==> src/rtl/edge_delay_eq_n.sv <==
// Per-channel programmable edge delay with cancellation of pulses shorter than the
// pending delay, plus an undelayed reference level and a per-channel bypass.
module edge_delay_eq_n #(
  parameter int NUM_CH = 3,
  parameter int DLY_W  = 4
) (
  input  logic                    clk_x10,
  input  logic                    g_rst,
  input  logic [NUM_CH-1:0]       rising_edge,
  input  logic [NUM_CH-1:0]       falling_edge,
  input  logic [NUM_CH*DLY_W-1:0] rising_delay,
  input  logic [NUM_CH*DLY_W-1:0] falling_delay,
  input  logic                    cfg_load,
  input  logic [NUM_CH-1:0]       bypass,
  input  logic                    swallow_clr,
  output logic [NUM_CH-1:0]       eq_delay_output,
  output logic [NUM_CH-1:0]       reference_output,
  output logic [NUM_CH-1:0]       swallow_flag,
  output logic [NUM_CH-1:0]       busy
);

  typedef enum logic [2:0] {
    IDLE     = 3'd0,
    RISE_DLY = 3'd1,
    HIGH     = 3'd2,
    FALL_DLY = 3'd3,
    LOW      = 3'd4
  } state_t;

  logic [NUM_CH*DLY_W-1:0] shadow_rise_r;
  logic [NUM_CH*DLY_W-1:0] shadow_fall_r;

  // shadow delay registers, written only on cfg_load
  always_ff @(posedge clk_x10) begin
    if (g_rst) begin
      shadow_rise_r <= '0;
      shadow_fall_r <= '0;
    end else if (cfg_load) begin
      shadow_rise_r <= rising_delay;
      shadow_fall_r <= falling_delay;
    end else begin
      shadow_rise_r <= shadow_rise_r;
      shadow_fall_r <= shadow_fall_r;
    end
  end

  for (genvar k = 0; k < NUM_CH; k++) begin : g_ch
    state_t           state_r;
    logic [DLY_W-1:0] cnt_r;
    logic [DLY_W-1:0] act_rise_r;
    logic [DLY_W-1:0] act_fall_r;
    logic             ref_r;
    logic             swallow_r;
    logic             rise_s;
    logic             fall_s;
    logic             in_dly_s;
    logic             cancel_s;
    logic             fsm_level_s;

    assign rise_s      = rising_edge[k];
    assign fall_s      = falling_edge[k];
    assign in_dly_s    = (state_r == RISE_DLY) || (state_r == FALL_DLY);
    assign cancel_s    = ((state_r == RISE_DLY) && fall_s) || ((state_r == FALL_DLY) && rise_s);
    assign fsm_level_s = (state_r == HIGH) || (state_r == FALL_DLY);

    // bypass muxes two registered levels, so toggling it needs no resync
    assign eq_delay_output[k]  = bypass[k] ? ref_r : fsm_level_s;
    assign reference_output[k] = ref_r;
    assign swallow_flag[k]     = swallow_r;
    assign busy[k]             = in_dly_s;

    // channel FSM, delay counter, active delays, reference level and swallow flag
    always_ff @(posedge clk_x10) begin
      if (g_rst) begin
        state_r    <= IDLE;
        cnt_r      <= '0;
        act_rise_r <= '0;
        act_fall_r <= '0;
        ref_r      <= 1'b0;
        swallow_r  <= 1'b0;
      end else begin
        if (rise_s) begin
          ref_r <= 1'b1;
        end else if (fall_s) begin
          ref_r <= 1'b0;
        end else begin
          ref_r <= ref_r;
        end

        if (cancel_s) begin
          swallow_r <= 1'b1;
        end else if (swallow_clr) begin
          swallow_r <= 1'b0;
        end else begin
          swallow_r <= swallow_r;
        end

        // active delays track the shadow copy except while a delay is running
        if (!in_dly_s) begin
          act_rise_r <= shadow_rise_r[k*DLY_W +: DLY_W];
          act_fall_r <= shadow_fall_r[k*DLY_W +: DLY_W];
        end else begin
          act_rise_r <= act_rise_r;
          act_fall_r <= act_fall_r;
        end

        case (state_r)
          IDLE, LOW, HIGH: begin
            cnt_r <= '0;
            if (rise_s) begin
              if (state_r != HIGH) begin
                state_r <= (act_rise_r == '0) ? HIGH : RISE_DLY;
              end else begin
                state_r <= state_r;
              end
            end else if (fall_s && (state_r != LOW)) begin
              state_r <= (act_fall_r == '0) ? LOW : FALL_DLY;
            end else begin
              state_r <= state_r;
            end
          end
          RISE_DLY: begin
            if (fall_s) begin
              state_r <= LOW;
              cnt_r   <= '0;
            end else if (cnt_r == act_rise_r - DLY_W'(1)) begin
              state_r <= HIGH;
              cnt_r   <= '0;
            end else begin
              state_r <= state_r;
              cnt_r   <= cnt_r + DLY_W'(1);
            end
          end
          FALL_DLY: begin
            if (rise_s) begin
              state_r <= HIGH;
              cnt_r   <= '0;
            end else if (cnt_r == act_fall_r - DLY_W'(1)) begin
              state_r <= LOW;
              cnt_r   <= '0;
            end else begin
              state_r <= state_r;
              cnt_r   <= cnt_r + DLY_W'(1);
            end
          end
          default: begin
            state_r <= IDLE;
            cnt_r   <= '0;
          end
        endcase
      end
    end
  end

endmodule

==> config.mk <==
export PLATFORM = sky130hd
export DESIGN_NAME = edge_delay_eq_n
export DESIGN_NICKNAME = d
export VERILOG_FILES = /design/src/rtl/edge_delay_eq_n.sv
export SDC_FILE = /design/constraint.sdc
export NUM_CORES = 1
export LEC_CHECK = 0
export BUFFER_PORTS_ARGS = -buffer_cell sky130_fd_sc_hd__buf_2
export CAP_MARGIN = 20
export CORE_ASPECT_RATIO = 0.7
export CORE_MARGIN = 1.5
export CORE_UTILIZATION = 40
export DETAILED_ROUTE_END_ITERATION = 12
export GPL_TIMING_DRIVEN = 1
export PLACE_DENSITY = 0.66
export SETUP_SLACK_MARGIN = 0.5
export SLEW_MARGIN = 20
export SYNTH_ARGS = -nofsm -noshare
export SYNTH_HDL_FRONTEND = slang
export SYNTH_SLANG_ARGS = --single-unit
export TNS_END_PERCENT = 10
==> constraint.sdc <==
create_clock -name clk_x10 -period 2.42 [get_ports clk_x10]
set_input_delay 0.484 -clock clk_x10 [delete_from_list [all_inputs] [get_ports clk_x10]]
set_output_delay 0.484 -clock clk_x10 [all_outputs]
set_load 0.05 [all_outputs]
* Word-level counts from Yosys, hierarchy flattened
Index checks and enable logic that the tools add are counted.
** Word-level totals
- Flip-flop bits (word level) :: 75
- Bits of input ports :: 37
- Output and inout port bits :: 12
- Logic and storage cells :: 162
** Operators by class
- $add $sub $neg :: 9
- Equality and inequality tests :: 36
- Mux-type cells :: 58
- Reductions and logical operators :: 39
** Operator list (count)
- 3-bit two-way mux :: 24
- 4-bit two-way mux :: 12
- 3-bit by 2-bit inequality test with 1-bit output, second input constant :: 9
- 3-bit inequality test, second input constant :: 9
- 3-bit one-hot mux with 3 select lines :: 3
- 4-bit equality test :: 6
- 4-bit logical NOT :: 6
- 4-bit one-hot mux with 2 select lines :: 3
- 4-bit by 1-bit subtractor with 4-bit output, second input constant :: 6
- 3-bit by 2-bit equality test with 1-bit output, second input constant :: 6
- 1-bit two-way mux :: 13
- 4-bit by 1-bit adder with 4-bit output, second input constant :: 3
- 4-bit AND reduction :: 3
- 2-bit nonzero test :: 6
- 3-bit by 1-bit equality test with 1-bit output, second input constant :: 3
- 3-bit equality test, second input constant :: 3
- 1-bit logical AND :: 9
- 3-bit logical NOT :: 3
- 1-bit logical OR :: 9
- 3-bit OR reduction :: 3
- 2-bit two-way mux :: 3

* Depth between registers and ports, before layout
Gate-level depths: netlist (run 1).
- Depth in word-level cells :: 5
- Mapped depth :: 8
- Depth with buffers taken out :: 7

* Least setup slack after synthesis (run 1)
Ideal clock, no wire load.
- Kind :: register -> output
- Start :: register g_ch[1].state_r[1]
- End :: output eq_delay_output[1]
- Data arrival time :: 1.736 ns
- Data required time :: 1.936 ns
- Path slack :: 0.200 ns
- Cell stages (with the launch flop) :: 3
- Buffers on the path :: 0
- Path through :: dfxtp_1 inv_1 o31ai_1
** Between the ends
- Longest elaborated chain between the ends :: 3
- Elaborated cells on any way between the ends :: 4
- Those cells by class :: eq/ne (2); mux (1); reduce/logical (1)
** Ends and longest elaborated chain
- from (decl) :: line 48 : state_t state_r;
- from (signal assigned) :: line 112 : state_r <= (act_rise_r == '0) ? HIGH : RISE_DLY;
- from (signal assigned) :: line 114 : state_r <= state_r;
- from (signal assigned) :: line 117 : state_r <= (act_fall_r == '0) ? LOW : FALL_DLY;
- 3-bit by 2-bit equality test with 1-bit output :: line 64 : assign fsm_level_s = (state_r == HIGH) || (state_r == FALL_DLY);
- 1-bit logical OR (*) :: line 64
- 1-bit two-way mux (*) :: line 67 : assign eq_delay_output[k] = bypass[k] ? ref_r : fsm_level_s;
- to (decl) :: line 16 : output logic [NUM_CH-1:0] eq_delay_output,
Every way passes the cells marked *; elsewhere a longest branch is shown, timed or not.

* Worst setup path after layout (run 1)
Same ends and word-level chain as after synthesis.

==> results of run 1 <==
-- worst max-delay path, delay by kind of cell (launching register included) --
family                 cells  cell delay, ps
buffers and inverters      2             450
flip-flops                 1             430
AO/OA/AOI/OAI              1             250
-- metal layers --
layer | track usage (%) | up-vias | part of all wire (%)
li1 | - | 1600 | -
met1 | 24.1 | 1491 | 50
met3 | 5.57 | 9 | 6.0
met4 | 5.41 | 0 | 1.2
met2 | 26.3 | 84 | 43
met5 | 0 | - | 0
-- cells in the final DEF (no fill, tap or decap), types with 13 or more instances in the layout --
cell	n
a21oi_1	39
buf_2	47
dfxtp_1	73
ha_1	14
inv_1	19
mux2i_1	24
nand2_1	65
nand2b_1	13
nor2_1	40
xnor2_1	27
xor2_1	15
-- sequential cells by signal, summed over array words and instances (netlist names) --
register and cells:
shadow_fall_r 12, g_ch.act_rise_r 12, g_ch.swallow_r 3, shadow_rise_r 12, g_ch.ref_r 3, g_ch.cnt_r 12, g_ch.state_r 9, g_ch.act_fall_r 12
-- final timing paths --
kind / endpoint / slack, ps / cells after the start
worst max-delay path: eq_delay_output[1] / 480 / 3
worst min-delay path: shadow_fall_r[10] / 390 / 3
worst max register to register: g_ch[2].state_r[2] / 530 / 7
worst min register to register: g_ch[2].act_fall_r[0] / 450 / 2
-- cell families (layout without fill, tap and decap cells) --
kind of cell    count (synthesis)  count (layout)
simple gates                  163             163
compound gates                 76              76
flops                          75              75
buf+inv                        50              96
xor+xnor                       42              42
mux                            24              24
fa+ha+maj                      14              14
-- stage by stage --
stage                     instances  instance area (sq um)  total power [mW]  util, %
after global routing            614                   4470              3.89     48.9
after detailed placement        594                   4100              2.27     44.8
after CTS                       611                   4430              3.69     48.4
after global placement          594                   4100              2.25     44.8
final                           614                   4470              3.68     48.9
after floorplan                 444                   3800              2.08        -
-- power groups by stage --
| stage | clock, mW | sequential [mW] | combinational (mW) |
|---|---|---|---|
| 3_5_place_dp | 0 | 1.46 | 0.809 |
| 6_report | 1.39 | 1.44 | 0.851 |
| 5_1_grt | 1.49 | 1.45 | 0.940 |
| 4_1_cts | 1.43 | 1.44 | 0.824 |
| 3_3_place_gp | 0 | 1.46 | 0.789 |
| 2_1_floorplan | 0 | 1.43 | 0.647 |
-- area by class of cell --
type | count | area [sq um] | share of cell area (%)
multi-input combinational | 319 | 2090 | 46.7
sequential | 75 | 1500 | 33.7
timing repair buffer | 58 | 318 | 7.11
clock buffer | 11 | 233 | 5.21
tap | 124 | 155 | 3.47
inverter | 22 | 93.8 | 2.10
clock inverter | 5 | 77.6 | 1.74
-- repair_timing --
item	4_1_cts	5_1_grt
hold endpoints to repair	0	0
gates resized for setup	3	10
endpoints found under the setup margin	12	19
setup buffers	1	3
==> impl_summary.txt, run 1 <==
----------------------------------------------------
[Run status]
  Result of the run ... complete, no violations

[CTS]
  Hold-fix buffer count after cts ... 0
  Number of buffers between clock root and the deepest sink ... 2
  Clk Latency, worst-skew pair ... 330 ps
  Root buffer cell ... clkbuf_16
  Clock sink count ... 75
  Number of H-tree branching levels ... 3
  Total CTS buffers ... 9
  Clock transition at the register clock pins on the worst setup and hold paths after CTS ... 60 ps
  Clock tree from TritonCTS ... built

[Synth]
  Most frequent cells after synthesis ... dfxtp_1 (75), nand2_1 (65), nor2_1 (41)
  Number of enable-type register cells in the synthesized netlist ... 0
  Most used flip-flop cell after synthesis ... dfxtp_1
  XOR/XNOR Fraction of Synth Area ... 9.69%
  Share of synthesized area spent on multiplexers ... 6.33%
  Largest area contributor in the synthesized netlist ... dfxtp_1
  Number of unique standard cell types used by synthesis ... 42
  Area share of and/or/nand/nor cells after synthesis ... 20.1%
  Async set-or-reset flop fraction in the synthesized netlist ... 0%
  Flops & latches, synth ... 75
  Most area-consuming cells after synthesis ... dfxtp_1 (40%), nand2_1 (6.4%), mux2i_1 (6.3%)
  Cell area after synthesis ... 3800 sq um
  Top-area cell type share of the netlist area ... 39.6%
  Net count of the mapped netlist ... 495
  Fraction of the yosys area taken by sequential cells ... 39.6%
  Post-Synth Adder-Cell Area ... 4.61%
  Synthesized instance count ... 444
  Average cell area after synthesis ... 8.55 sq um
  Most common cell in the netlist ... dfxtp_1
  Share of the synthesized area in compound gates (AO/OA/AOI/OAI) ... 13.8%
  Largest family of logic cells by synthesized area ... simple AND/OR/NAND/NOR gates
  Yosys warning count ... 0

[GRT]
  GRT Total Usage ... 17.5%
  Initial antenna violation count ... 0
  Maximum number of pins on one net before global-route repair ... 27
  Wire length of the first global-routing pass ... 14,100 microns
  Via count of the first global-routing pass ... 2,982
  Congestion Overflow GR ... 0

[Critical path]
  WP data required ... 1940 ps
  Critical path type ... register to primary output
  CP max-delay cell ... dfxtp_1
  Critical Path Max Stage Delay ... 430 ps
  Nature of the critical path startpoint ... register
  Beginning of the worst register-to-register path ... g_ch[2].act_rise_r[0]
  Critical path cell sequence ... inv_1 > o31ai_2 > buf_2
  Data arrival time of the critical path ... 1460 ps
  Critical path peak fanout ... 7
  Critical path launch point ... g_ch[1].state_r[1]
  Capturing element type of the critical path ... primary output

[Power and ir drop]
  Fraction of power spent switching nets ... 30.3%
  NetSw ... 1.12 mW
  Sequential Power Share ... 39.0%
  Pint ... 2.57 mW
  Maximum resistive drop on vdd ... 0.425 mV
  LEAKAGE ... 1.81 nW
  Share of power burned in combinational logic ... 23.1%
  Power density over cell area ... 824 nW/um^2
  Clock network fraction of total power ... 37.8%

[Route]
  Avg WL per Cell ... 13.7 microns
  Vias per std cell ... 5.19
  Vias after detailed routing ... 3,184
  Total iterations of the first detailed-routing run ... 4
  DRC violation count after routing ... 0
  Antenna Nets Post-Route ... 0
  Routed WL ... 8440 microns
  DRT iter0 DRCs ... 191

[Timing]
  Final Max Tran Viols ... 0
  Timing-limited maximum frequency ... 514 MHz
  Worst-Margin Slew ... 785 ps
  Setup repair after global routing missed its margin ... true
  Final Cycle Share ... 80.3%
  Fin worst setup slack ... 476 ps
  Final hold slack ... 388 ps
  Final-layout setup total negative slack ... 0 ps
  Final number of hold-violating endpoints ... 0
  Layout Skew ... 4.31 ps
  Relative slew slack ... 47.7%
  Final critical path time including I/O delays and setup ... 1940 ps
  Final Setup Violations ... 0

[Floorplanning]
  Die width ... 119 microns
  Starting density of the core ... 41.5%
  Number of top-level pins ... 49
  Cell row count ... 29
  Die ar. ... 10,100 sq um
  Core area ... 9140 sq um
  Y dimension of the die ... 84.5 microns

[Placed design]
  Gp weighted congestion ... 0.788
  Worst slack after detailed placement ... 471 ps
  Port bufs ... 48
  Estimated wirelength of the detail-placed design ... 6140 microns

[Worst hold path]
  Hold Crit Start ... falling_delay[10]
  Worst Hold Class ... input pin to register

[Flow run]
  Number of max-cap violations ... 0

[Cells and area]
  Layout-stage area growth over the synthesis result ... 17.7%
  Final antenna diode count ... 0
  Fraction of layout cells with a size suffix above 1 ... 18.8%
  Final nets ... 536
  Final-layout fill cell count ... 923

----------------------------------------------------
No activity file was read; power rests on OpenSTA's default activity.
==> run 2, diff against run 1 <==
- clock period: 2.42 -> 2 ns (I/O delays scaled with it)
==> run 2 against run 1 <==
Net effect: cell count up 3.1%; non-clock buffer count up 19; clock-buffer cell count unchanged; sequential cell count unchanged; total power up 24%; die area unchanged; combinational power up 40%; clock skew up 3.5 ps.
==> impl_summary.txt, run 2 (synthesis results as in run 1) <==
----------------------------------------------------
[Critical path]
  Beginning of the worst register-to-register path ... g_ch[1].act_fall_r[0] (was g_ch[2].act_rise_r[0])
  Critical path peak fanout ... 3 (was 7)
  Reg-to-reg setup timing slack ... 240 ps (was 530 ps)
  Number of cell instances on the worst register-to-register path ... 7 (unchanged)
  Data arrival time of the critical path ... 2000 ps (was 1460 ps)
  Critical path cell sequence ... inv_2 > ha_4 > xnor2_1 > nor2_1 > a311oi_2 > or3_4 > a221oi_2 (was inv_1 > o31ai_2 > buf_2)
  Count of buffering cells on the critical path with inverters included ... 1 (was 2)
  Capturing element type of the critical path ... register (was primary output)
  Family of cells with the greatest summed delay on the critical path ... simple AND/OR/NAND/NOR gates (was buffers and inverters)
  Critical path launch point ... g_ch[1].act_fall_r[0] (was g_ch[1].state_r[1])
  Nature of the critical path startpoint ... register (unchanged)
  Capture instance of the worst register-to-register path ... g_ch[1].state_r[1] (was g_ch[2].state_r[2])
  WP data required ... 2240 ps (was 1940 ps)
  Critical Path Max Stage Delay ... 370 ps (was 430 ps)
  CP max-delay cell ... or3_4 (was dfxtp_1)
  Critical path type ... register to register (was register to primary output)

[GRT]
  Via count of the first global-routing pass ... 3,224 (was 2,982)
  Congestion Overflow GR ... 0 (unchanged)
  Initial antenna violation count ... 0 (unchanged)
  Wire length of the first global-routing pass ... 15,400 microns (was 14,100 microns)
  Maximum number of pins on one net before global-route repair ... 44 (was 27)
  GRT Total Usage ... 18.9% (was 17.5%)

[Cells and area]
  Final nets ... 555 (was 536)
  Commonest cells after routing, fill and taps aside ... nand2_1 (65), dfxtp_1 (61), buf_2 (45) (was dfxtp_1 (73), nand2_1 (65), buf_2 (47))
  Final non-filler cell area ... 4890 sq um (was 4470 sq um)
  Final antenna diode count ... 0 (unchanged)
  Fraction of layout cells with a size suffix above 1 ... 32.2% (was 18.8%)
  Most common library cell in the layout ignoring fill and taps ... nand2_1 (was dfxtp_1)
  Layout-stage area growth over the synthesis result ... 28.8% (was 17.7%)

[Route]
  Vias per std cell ... 5.18 (was 5.19)
  Total iterations of the first detailed-routing run ... 4 (unchanged)
  DRT iter0 DRCs ... 212 (was 191)
  DRC violation count after routing ... 0 (unchanged)
  Avg WL per Cell ... 14.7 microns (was 13.7 microns)
  Antenna Nets Post-Route ... 0 (unchanged)
  Vias after detailed routing ... 3,281 (was 3,184)
  Routed WL ... 9310 microns (was 8440 microns)

[Floorplanning]
  Die ar. ... 10,100 sq um (unchanged)
  Die width ... 119 microns (unchanged)
  Y dimension of the die ... 84.5 microns (unchanged)
  Number of top-level pins ... 49 (unchanged)
  Core area ... 9140 sq um (unchanged)
  Starting density of the core ... 41.5% (unchanged)
  Cell row count ... 29 (unchanged)

[Placed design]
  Placed standard-cell area ... 4150 sq um (was 4100 sq um)
  Estimated wirelength of the detail-placed design ... 6060 microns (was 6140 microns)
  Port bufs ... 48 (unchanged)
  Gp weighted congestion ... 0.846 (was 0.788)

[CTS]
  Number of buffers between clock root and the deepest sink ... 2 (unchanged)
  Total CTS buffers ... 9 (unchanged)
  Number of H-tree branching levels ... 3 (unchanged)
  Clock sink count ... 75 (unchanged)
  Clock tree from TritonCTS ... built (unchanged)
  Clock transition at the register clock pins on the worst setup and hold paths after CTS ... 60 ps (about the same)
  Clk Latency, worst-skew pair ... 330 ps (about the same)
  Root buffer cell ... clkbuf_16 (unchanged)

[Timing]
  Worst-Margin Slew ... 446 ps (was 785 ps)
  Final critical path time including I/O delays and setup ... 1760 ps
  Relative slew slack ... 70.3% (was 47.7%)
  Setup repair after global routing missed its margin ... true (unchanged)
  Final number of hold-violating endpoints ... 0 (unchanged)
  Final Setup Violations ... 0 (unchanged)
  Final Cycle Share ... 87.9%
  Final-layout setup total negative slack ... 0 ps (unchanged)
  Final hold slack ... 300 ps (was 388 ps)
  Final Max Tran Viols ... 0 (unchanged)
  Timing-limited maximum frequency ... 569 MHz
  Layout Skew ... 7.83 ps (was 4.31 ps)

[Flow run]
  Number of max-cap violations ... 0 (unchanged)

[Worst hold path]
  Hold Path Cell Cnt ... 3 (unchanged)
  Hold-critical path endpoint ... shadow_fall_r[10] (unchanged)
  Worst Hold Class ... input pin to register (unchanged)
  Hold Crit Start ... falling_delay[10] (unchanged)

[Run status]
  Result of the run ... complete, no violations (unchanged)

[Power and ir drop]
  LEAKAGE ... 1.97 nW (was 1.81 nW)
  Maximum resistive drop on vdd ... 0.539 mV (was 0.425 mV)
  Power density over cell area ... 931 nW/um^2 (was 824 nW/um^2)

----------------------------------------------------
==> run 2: how the worst max path moves through the flow <==
stage	endpoint	slack [ps]	cells after the start
after detailed placement	g_ch[2].state_r[2]	40	7
after global routing	g_ch[1].cnt_r[3]	170	7
after floorplan	g_ch[1].state_r[2]	280	7
final	g_ch[1].state_r[1]	240	7
after CTS	g_ch[1].state_r[1]	270	7
after global placement	g_ch[2].state_r[0]	130	7
==> run 2: layout make-up <==
type | count | area [sq um]
clock buffer | 11 | 233
clock inverter | 5 | 63.8
fill | 866 | 4260
inverter | 22 | 90.1
multi-input combinational | 319 | 2330
sequential | 75 | 1520
tap | 124 | 155
timing repair buffer | 77 | 502
==> run 2: report_power, final <==
group          switching (mW)  internal (mW)  total, mW
sequential              0.131           1.62       1.75
combinational           0.695          0.496       1.19
clock                   0.638          0.973       1.61
total                    1.46           3.09       4.55
==> run 2: stage by stage <==
stage	setup slack [ps]	util, %	std cells	power, mW
5_1_grt	165	53.5	633	4.79
3_3_place_gp	126	45.4	596	2.75
3_5_place_dp	40.9	45.4	596	2.77
6_report	242	53.5	633	4.55
2_1_floorplan	276	-	444	2.53
4_1_cts	269	51.4	627	4.51
==> run 2: routing by layer <==
| layer | part of all wire (%) | vias to the layer above | global-route usage [%] |
|---|---|---|---|
| met1 | 47 | 1559 | 24.8 |
| met3 | 4.8 | 10 | 5.77 |
| met2 | 47 | 76 | 30.9 |
| met4 | 0.75 | 0 | 4.00 |
| li1 | - | 1636 | - |
| met5 | 0 | - | 0 |
==> run 2: timing repair <==
action / in CTS / in global routing
pin swaps: 25 / 19
resized for setup: 46 / 28
buffers inserted: 15 / 6
setup endpoints to repair: 27 / 27
hold buffers: 0 / 0
==> run 2: worst reg2reg max path, stage by stage, from the launching register on <==
cell,delay (ps)
dfxtp_2,340
inv_2,50
ha_4,230
xnor2_1,130
nor2_1,130
a311oi_2,160
or3_4,370
a221oi_2,240
==> run 3, diff against run 2 <==
- BUFFER_PORTS_ARGS: -buffer_cell sky130_fd_sc_hd__buf_2 -> -buffer_cell sky130_fd_sc_hd__buf_4
- CTS_BUF_LIST: unset -> sky130_fd_sc_hd__clkbuf_4 sky130_fd_sc_hd__clkbuf_8
==> run 3 against run 2 <==
Net effect: setup slack worse by 20 ps; critical path depth stayed put; sequential share of layout area is 0.57 points higher; register-to-register slack lost 20 ps; die area is the same; wire length fell by 6.3%; sequential power is essentially flat; cell count shrank 1.1%; via count is 2.3% lower; core utilization is 0.88 points lower; worst hold slack worse by 22 ps; total power decreased by 6.3%.
==> impl_summary.txt, run 3 (synthesis results as in run 1) <==
----------------------------------------------------
[Placed design]
  Port bufs ... 48 (unchanged)
  Placed standard-cell area ... 4250 sq um (was 4150 sq um)
  Cell count after placement ... 596 (unchanged)
  Gp weighted congestion ... 0.849 (was 0.846)
  Estimated wirelength of the detail-placed design ... 5970 microns (was 6060 microns)

[Timing]
  Layout Skew ... 10.6 ps (was 7.83 ps)
  Final Setup Violations ... 0 (unchanged)
  Final Cycle Share ... 88.9% (was 87.9%)
  Final number of hold-violating endpoints ... 0 (unchanged)
  Final Max Tran Viols ... 0 (unchanged)
  Relative slew slack ... 65.8% (was 70.3%)
  Final-layout setup total negative slack ... 0 ps (unchanged)
  Final critical path time including I/O delays and setup ... 1780 ps (was 1760 ps)
  Worst-Margin Slew ... 512 ps (was 446 ps)
  Setup repair after global routing missed its margin ... true (unchanged)
  Timing-limited maximum frequency ... 563 MHz (was 569 MHz)

[Power and ir drop]
  Total power of the final layout ... 4.27 mW (was 4.55 mW)
  Power density over cell area ... 887 nW/um^2 (was 931 nW/um^2)
  Maximum resistive drop on vdd ... 0.612 mV (was 0.539 mV)
  LEAKAGE ... 1.93 nW (was 1.97 nW)

[CTS]
  Clock sink count ... 75 (unchanged)
  Number of buffers between clock root and the deepest sink ... 2 (unchanged)
  Total CTS buffers ... 9 (unchanged)
  Hold-fix buffer count after cts ... 0 (unchanged)
  Clock transition at the register clock pins on the worst setup and hold paths after CTS ... 80 ps (was 60 ps)
  Root buffer cell ... clkbuf_8 (was clkbuf_16)
  Number of H-tree branching levels ... 3 (unchanged)
  Clock tree from TritonCTS ... built (unchanged)
  Clk Latency, worst-skew pair ... 360 ps (was 330 ps)

[Critical path]
  CP max-delay cell ... a311oi_2 (was or3_4)
  Count of buffering cells on the critical path with inverters included ... 1 (unchanged)
  Capture instance of the worst register-to-register path ... g_ch[0].cnt_r[1] (was g_ch[1].state_r[1])
  Beginning of the worst register-to-register path ... g_ch[0].act_fall_r[0] (was g_ch[1].act_fall_r[0])
  Number of cell instances on the worst register-to-register path ... 7 (unchanged)
  Critical path cell sequence ... inv_4 > ha_4 > xor2_2 > xnor2_1 > a311oi_2 > nor2_4 > nor4b_2 (was inv_2 > ha_4 > xnor2_1 > nor2_1 > a311oi_2 > or3_4 > a221oi_2)
  Family of cells with the greatest summed delay on the critical path ... compound AO/OA/AOI/OAI gates (was simple AND/OR/NAND/NOR gates)
  WP data required ... 2270 ps (was 2240 ps)
  Data arrival time of the critical path ... 2050 ps (was 2000 ps)
  Nature of the critical path startpoint ... register (unchanged)
  Critical path peak fanout ... 6 (was 3)
  Capturing element type of the critical path ... register (unchanged)
  Reg-to-reg setup timing slack ... 220 ps (was 240 ps)
  Critical path type ... register to register (unchanged)
  Critical Path Max Stage Delay ... 420 ps (was 370 ps)

[Cells and area]
  Area occupied by multi-input gates ... 2270 sq um (was 2330 sq um)
  Commonest cells after routing, fill and taps aside ... buf_4 (67), nand2_1 (65), dfxtp_1 (61) (was nand2_1 (65), dfxtp_1 (61), buf_2 (45))
  Storage element area ... 1520 sq um (about the same)
  Most common library cell in the layout ignoring fill and taps ... buf_4 (was nand2_1)
  Layout-stage area growth over the synthesis result ... 26.7% (was 28.8%)
  Fraction of layout cells with a size suffix above 1 ... 29.5% (was 32.2%)
  Final Core Density ... 52.6% (was 53.5%)
  Final nets ... 548 (was 555)
  Final non-filler cell area ... 4810 sq um (was 4890 sq um)
  Final antenna diode count ... 0 (unchanged)
  Final-layout fill cell count ... 844 (was 866)
  Post-layout instance count excluding filler cells ... 626 (was 633)

[Run status]
  Result of the run ... complete, no violations (unchanged)

[Worst hold path]
  Worst Hold Class ... input pin to register (unchanged)
  Hold-critical path endpoint ... shadow_fall_r[7] (was shadow_fall_r[10])
  Hold Crit Start ... falling_delay[7] (was falling_delay[10])
  Hold Path Cell Cnt ... 3 (unchanged)

[GRT]
  Initial antenna violation count ... 0 (unchanged)
  Maximum number of pins on one net before global-route repair ... 47 (was 44)
  GRT Total Usage ... 17.8% (was 18.9%)
  Via count of the first global-routing pass ... 3,046 (was 3,224)
  Congestion Overflow GR ... 0 (unchanged)
  Wire length of the first global-routing pass ... 14,500 microns (was 15,400 microns)

[Route]
  Routed WL ... 8730 microns (was 9310 microns)
  DRC violation count after routing ... 0 (unchanged)
  Antenna Nets Post-Route ... 0 (unchanged)
  Total iterations of the first detailed-routing run ... 5 (was 4)
  Vias after detailed routing ... 3,207 (was 3,281)
  Avg WL per Cell ... 13.9 microns (was 14.7 microns)
  DRT iter0 DRCs ... 217 (was 212)
  Vias per std cell ... 5.12 (was 5.18)

[Floorplanning]
  Starting density of the core ... 41.5% (unchanged)
  Core area ... 9140 sq um (unchanged)
  Cell row count ... 29 (unchanged)
  Number of top-level pins ... 49 (unchanged)
  Y dimension of the die ... 84.5 microns (unchanged)
  Die ar. ... 10,100 sq um (unchanged)
  Die width ... 119 microns (unchanged)

[Flow run]
  Number of max-cap violations ... 0 (unchanged)

----------------------------------------------------
-- run 3: changes by cell type in the layout (fill, tap and decap cells not counted), moves of 3 or more --
cell | before | now
nor4_2 | 5 | 1
xnor2_2 | 4 | 1
nor3_1 | 3 | 6
nor3_2 | 5 | 2
o311ai_1 | 4 | 1
xnor2_1 | 23 | 26
buf_4 | 27 | 67
clkbuf_8 | 0 | 11
buf_2 | 45 | 0
clkinv_4 | 3 | 0
clkbuf_16 | 9 | 0
nor4_1 | 4 | 8
o311ai_2 | 0 | 3
-- run 3: worst max path at each step --
| stage | start | to | slack, ps | cells past startpoint |
|---|---|---|---|---|
| after floorplan | g_ch[1].act_rise_r[0] | g_ch[1].state_r[2] | 280 | 7 |
| after global placement | g_ch[2].act_rise_r[0] | g_ch[2].state_r[0] | 150 | 7 |
| after detailed placement | g_ch[2].act_rise_r[0] | g_ch[2].state_r[2] | 80 | 7 |
| after CTS | g_ch[1].act_fall_r[0] | g_ch[1].state_r[1] | 250 | 7 |
| after global routing | g_ch[0].act_fall_r[0] | g_ch[0].cnt_r[1] | 120 | 7 |
| final | g_ch[0].act_fall_r[0] | g_ch[0].cnt_r[1] | 220 | 7 |
-- run 3: worst register-to-register path, cell delays in order (launching register included) --
cell      delay, ps
dfxtp_4         380
inv_4            40
ha_4            150
xor2_2          170
xnor2_1         180
a311oi_2        420
nor2_4          120
nor4b_2         240
-- run 3: repair_timing --
| action | CTS | global route |
|---|---|---|
| pin swaps | 28 | 8 |
| endpoints found under the setup margin | 27 | 27 |
| setup buffers | 12 | 2 |
| resized for setup | 42 | 18 |
-- run 3: final cells by class --
class,instances,area share [%]
inverters,22,1.93
well taps,124,3.23
repair buffers,70,11.2
flip-flops and latches,75,31.6
multi-input cells,319,47.2
clock inverters,4,1.51
clock buffers,12,3.30
-- run 3: layer usage --
metal,wire [microns],global-route usage [%],vias up
met1,4290,24.0,1493
met3,428,4.62,11
met4,97,5.19,0
met2,3920,28.4,71
met5,0,0,-
li1,-,-,1632
-- run 3: metrics by stage --
step / setup WS [ps] / hold WS [ps]
after global routing: 125 / 272
after floorplan: 276 / 428
after CTS: 255 / 261
after global placement: 149 / 441
final: 223 / 279
after detailed placement: 76.6 / 445
-- run 3: report_power, final --
group / switching [mW] / leakage, nW / internal (mW) / total (mW)
Combinational: 0.669 / 1.20 / 0.504 / 1.17
Sequential: 0.134 / 0.621 / 1.62 / 1.75
Clock: 0.560 / 0.116 / 0.783 / 1.34
